## src/rtl/pc_unit.sv

```systemverilog
// Program counter at the head of fetch: sequential advance, stall hold, branch
// redirect with a one-entry pending-redirect buffer, and a RUN/HALTED state.
module pc_unit #(
  parameter int               WIDTH     = 16,
  parameter logic [WIDTH-1:0] RESET_VEC = '0,
  parameter int               INC       = 2
) (
  input  logic             clk,
  input  logic             rst,
  input  logic             stall,
  input  logic             br_taken,
  input  logic [WIDTH-1:0] br_target,
  input  logic             halt,
  output logic [WIDTH-1:0] pc,
  output logic [WIDTH-1:0] pc_plus,
  output logic             halted,
  output logic             redirect_pending
);

  localparam logic [WIDTH-1:0] INC_W = WIDTH'(INC);

  typedef enum logic {
    RUN    = 1'b0,
    HALTED = 1'b1
  } state_t;

  state_t           state_q, state_d;
  logic [WIDTH-1:0] pc_q, pc_d;
  logic             pend_valid_q, pend_valid_d;
  logic [WIDTH-1:0] pend_target_q, pend_target_d;

  always_ff @(posedge clk) begin
    if (rst) begin
      state_q       <= RUN;
      pc_q          <= RESET_VEC;
      pend_valid_q  <= 1'b0;
      pend_target_q <= '0;
    end else begin
      state_q       <= state_d;
      pc_q          <= pc_d;
      pend_valid_q  <= pend_valid_d;
      pend_target_q <= pend_target_d;
    end
  end

  always_comb begin
    state_d       = state_q;
    pc_d          = pc_q;
    pend_valid_d  = pend_valid_q;
    pend_target_d = pend_target_q;
    case (state_q)
      RUN: begin
        if (stall) begin
          // Keep the newest redirect seen while stalled; halt waits for the stall to clear.
          if (br_taken) begin
            pend_valid_d  = 1'b1;
            pend_target_d = br_target;
          end
        end else begin
          pend_valid_d = 1'b0;
          if (br_taken) begin
            pc_d = br_target;
          end else if (pend_valid_q) begin
            pc_d = pend_target_q;
          end else if (halt) begin
            state_d = HALTED;
          end else begin
            pc_d = pc_q + INC_W;
          end
        end
      end
      default: begin
        state_d = HALTED;
      end
    endcase
  end

  assign pc               = pc_q;
  assign pc_plus          = pc_q + INC_W;
  assign halted           = (state_q == HALTED);
  assign redirect_pending = pend_valid_q;

endmodule

```

## config.mk

```make
export PLATFORM = sky130hd
export DESIGN_NAME = pc_unit
export DESIGN_NICKNAME = d
export VERILOG_FILES = /design/src/rtl/pc_unit.sv
export SDC_FILE = /design/constraint.sdc
export NUM_CORES = 1
export LEC_CHECK = 0
export ABC_AREA = 1
export CORE_ASPECT_RATIO = 0.9
export CORE_MARGIN = 5
export CORE_UTILIZATION = 48
export DETAILED_ROUTE_END_ITERATION = 6
export HOLD_SLACK_MARGIN = 0.12
export PLACE_DENSITY = 0.8
export SLEW_MARGIN = 0
export SYNTH_ARGS = -nofsm -noshare
export SYNTH_HDL_FRONTEND = slang
export SYNTH_SLANG_ARGS = --single-unit
```

## constraint.sdc

```tcl
create_clock -name clk -period 1.6 [get_ports clk]
set_input_delay 0.32 -clock clk [delete_from_list [all_inputs] [get_ports clk]]
set_output_delay 0.32 -clock clk [all_outputs]
set_load 0.005 [all_outputs]
```

Word-level counts from Yosys, hierarchy flattened:

Index checks and enable logic that the tools add are counted.

* register bits after elaboration: 34
* input port bits: 21
* output and inout bits: 34
* logic and storage cells: 22

* add/subtract/negate cells: 1
* eq/ne operators: 2
* mux-type cells: 10
* bitwise operators: 2
* reduce and logical (&&, ||, !) cells: 3

Operators with widths (number)
* two-way mux 16 bit: 3
* adder 16 x 2 -> 16 bit (second input constant): 1
* two-way mux 1 bit: 7
* AND reduction 3 bit: 2
* != test 3 x 2 -> 1 bit (second input constant): 1
* != test 2 x 1 -> 1 bit (second input constant): 1
* inverter 1 bit: 2
* AND reduction 2 bit: 1

Depth between registers and ports, before layout:

* depth after elaboration: 5
* depth in mapped cells: 10
* mapped depth without buffers: 10

Worst setup path after synthesis:

Ideal clock, no wire load.

* kind: register to output
* start: register pc_q[1] (netlist: pc[1])
* end: output port pc_plus[11]
* arrival time: 1197 ps
* data required time: 1280 ps
* setup slack: 83 ps
* cell stages (with the launch flop): 8
* buffers on the path: 0
* cells stage by stage: dfxtp_1 > ha_1 > nand3_2 > inv_2 > nand2_2 > nor2_1 > nand2_1 > and2_1

* longest elaborated chain between the ends: 1

Ends and longest elaborated chain
* start: declaration: RTL line 28 `logic [WIDTH-1:0] pc_q, pc_d;`
* start signal: assignment: RTL line 40 `pc_q <= pc_d;`
* adder 16 x 2 -> 16 bit: RTL line 79 `assign pc_plus = pc_q + INC_W;`
* end: declaration: RTL line 15 `output logic [WIDTH-1:0] pc_plus,`

Every way passes these cells.

Worst setup path after layout:

* start: register pc_q[1] (netlist: pc[1])
* end: output port pc_plus[14]

The elaborated chain is that of the path after synthesis.

==> out/results.ini <==
[timing]
timing.final.crit_share_pct=120.4
clock_skew_ns=0.01034
unrepaired_setup_endpoints_after_global_routing=true
maxClockFrequency_ghz=0.5192
finalWorstPathRequiredPeriod_ns=1.926
hold_slack_ns=0.4665
timing.final.setup_violations=17
maxSlewViolCount=0
final_critical_path_setup_slack_ns=-0.3262
fin_tns_setup_ns=-3.262
worstMarginPinSlew_ns=0.6498
report.final.hold_viol_count=0
timing.max_slew.rel_slack_pct=56.63

[finish]
final_layout_size_suffix_gt1_share_pct=37.96
final_net_count=403
multi_input_area_mm2=0.001310
diodes=0
area.sequential_um2=721.9
layout-area-overhead-vs-synth_pct=67.25
n_fill_cell=227

[global_route]
grt_overflow_total=0
grt_use_met2_pct=41.28
gr-usage-all-layers_pct=24.24
grt_met1_use_pct=27.58
grt_pass1_vias=2357
grt_start_max_net_pins=24
antenna_violations_before_repair=0
globalRouteMet3Util_pct=7.088
global_route.peak_usage_layer=met2
global_route_wire_length_before_repair_um=10690

[routing]
drt_first_pass_iters=5
detailedRoute.firstIterationViolations=287
totalWireLength_um=8049
viasPerCell=5.912
num_vias=2542
detail_route_antenna_nets=0
remaining_drc_errors=0
routedWlPerCell_um=18.72

[floorplanning]
number_of_top_level_pins=55
start_util_pct=48.71
placement_rows=22
horiz_die_dim_um=77.09
coreArea_mm2=0.003991
floorplan.die_area_mm2=0.005426
fp.dieH_um=70.38

[setup_path]
timing.critical_path.slowest_cell_delay_ns=0.36
path_max_fanout=4
worst-endpoint-required_ns=1.28
critPathBufInv=4
worst_path_max_delay_cell=sky130_fd_sc_hd__dfxtp_4
timing.critical_path.arrival_ns=1.61
cells_traversed_along_the_worst_timing_path=buf_4, buf_6, nand3_4, nor2_4, buf_6, nand3_2, nand2_2, nand2_2, buf_6
worst_setup_path_end_kind=output pin
critPathKind=flip-flop to output pin
worst_path_dominant_cell_family=simple AND/OR/NAND/NOR gates
critical-path-top-cell-by-count=sky130_fd_sc_hd__buf_6
critical_path.startpoint_type=flip-flop

[status]
violations=negative setup slack
status=complete, but fails checks

[yosys]
mappedNetlistArea_mm2=0.001944
top_cell_type_s_share_of_synthesized_area_pct=35.01
synth_seq_cells=34
post_synth_main_area_contributors=sky130_fd_sc_hd__dfxtp_1 35%, sky130_fd_sc_hd__nand2_1 13%, sky130_fd_sc_hd__a21oi_1 9.5%
yosysWarnings=0
ys_seq_area_share_pct=35.01
synth_largest_area_cell=sky130_fd_sc_hd__dfxtp_1
postSynthNetCount=301
synth_cell_type_count=34
post_synth.cell_area_avg_um2=6.969
synthesis.instances=279

[clocking]
cts_buffers=5
cts.reportedPaths.clkPinSlew_ns=0.07
clockBufferDepth=2
cts_hold_buffers=0
cts_num_sinks=34
clock-root-buffer=sky130_fd_sc_hd__clkbuf_8
cts_htree_levels=2
insertion_delay_ns=0.30
cts_tree=done

[min_path]
hold_path.class=flip-flop to flip-flop

[placement]
place_ws_ns=-0.3288
place.detailed.hpwl_um=4272
finalWeightedCongestion=0.8806
buffer_ports.inserted=54

[job]
number_of_max_cap_violations=0

[power]
overall_power_consumption_mw=2.316
power_per_cell_area_mw_per_mm2=712.1
highest_ir_drop_seen_on_vdd_mv=0.6765
leakage_nw=1.471

==> power breakdown <==
part	internal (mW)	total (mW)	switching (mW)
clock network	0.347	0.678	0.330
logic	0.340	0.670	0.330
registers	0.908	0.968	0.0594
==> through the flow <==
| stage | cell area, um2 | std cells | util, % |
|---|---|---|---|
| floorplan | 1944 | 279 | - |
| global placement | 2728 | 401 | 68.34 |
| CTS | 3023 | 425 | 75.74 |
| detailed placement | 2728 | 401 | 68.34 |
| finish | 3252 | 430 | 81.47 |
| global route | 3252 | 430 | 81.47 |
==> worst reg2reg max path: cells and delay by family, from the launching register on <==
| family | cells | cell delay, ns |
|---|---|---|
| AOI/OAI and AO/OA | 1 | 0.08 |
| buffers and inverters | 5 | 0.56 |
| DFF | 1 | 0.36 |
| and+or+nand+nor | 8 | 0.77 |
==> metal layers <==
layer,routed length [um],vias up
met5,0,-
met4,333,0
met3,847,41
met2,3839,184
met1,3029,1196
li1,-,1121
==> cell usage in the layout, fill, tap and decap left out, types with 3 or more instances in the layout <==
cell | Yosys | final
sky130_fd_sc_hd__dlymetal6s2s_1 | 0 | 6
sky130_fd_sc_hd__dfxtp_2 | 0 | 9
sky130_fd_sc_hd__nand2_1 | 66 | 55
sky130_fd_sc_hd__buf_2 | 2 | 8
sky130_fd_sc_hd__inv_1 | 24 | 23
sky130_fd_sc_hd__nor2_4 | 5 | 7
sky130_fd_sc_hd__buf_4 | 3 | 41
sky130_fd_sc_hd__dfxtp_1 | 34 | 17
sky130_fd_sc_hd__clkbuf_8 | 0 | 6
sky130_fd_sc_hd__nand4_1 | 3 | 3
sky130_fd_sc_hd__dfxtp_4 | 0 | 8
sky130_fd_sc_hd__a21oi_1 | 37 | 36
sky130_fd_sc_hd__nor2_2 | 1 | 4
sky130_fd_sc_hd__nand2_4 | 0 | 3
sky130_fd_sc_hd__dlygate4sd2_1 | 0 | 6
sky130_fd_sc_hd__o21ai_0 | 16 | 16
sky130_fd_sc_hd__buf_6 | 3 | 15
sky130_fd_sc_hd__clkbuf_2 | 0 | 5
sky130_fd_sc_hd__nand2_2 | 6 | 12
sky130_fd_sc_hd__nor2_1 | 23 | 18
sky130_fd_sc_hd__nand3_2 | 2 | 3
sky130_fd_sc_hd__nand3_4 | 0 | 3
sky130_fd_sc_hd__a221oi_1 | 7 | 7
sky130_fd_sc_hd__nand3_1 | 15 | 11
sky130_fd_sc_hd__clkdlybuf4s50_1 | 0 | 26
==> what timing repair did <==
action,4_1_cts,5_1_grt
hold endpoints to repair,0,0
endpoints found under the setup margin,27,28
pin swaps,15,27
resized for setup,92,63
setup buffers,17,8
==> synth_stat cells (all sizes together) <==
cell and instances:
ha 1, o21bai 1, nor2 29, and2 3
nor3 2, inv 25, nand4 3, o211ai 2
clkbuf 6, xor2 3, dfxtp 34, o21ai 19
a21oi 37, a211oi 1, a221oi 7, nand3 17
a31oi 1, mux2i 1, xnor2 4, nand2 72
or2 2, buf 9
==> logic make-up after synthesis <==
logic type,synth area share (%)
and+or+nand+nor,30.31
muxes,0.5148
buffers and inverters,9.588
AOI/OAI and AO/OA,19.63
adders and majority gates,0.6434
xor gates and xnor gates,4.312
DFF,35.01
==> sequential cells by signal (all words and copies together) (netlist names) <==
name and count:
pc 16, halted 1, redirect_pending 1, pend_target_q 16
==> worst paths after layout <==
path         slack, ns  cells after the start                          start                       endpoint
min reg2reg       0.47                      2  pend_target_q[0]$_SDFFE_PP0P_  pend_target_q[0]$_SDFFE_PP0P_
max reg2reg      -0.31                     14             pc[1]$_SDFFE_PP0P_            pc[14]$_SDFFE_PP0P_
min               0.47                      2  pend_target_q[0]$_SDFFE_PP0P_  pend_target_q[0]$_SDFFE_PP0P_
max              -0.33                      9             pc[1]$_SDFFE_PP0P_                    pc_plus[14]
==> final cells by class <==
class	instances	share of cell area, %
Sequential cell	34	22.20
Tap cell	48	1.847
Timing Repair Buffer	110	29.82
Clock inverter	1	0.1539
Inverter	25	3.040
Multi-Input combinational cell	205	40.28
Clock buffer	7	2.655
(Power assumes the default switching activity.)
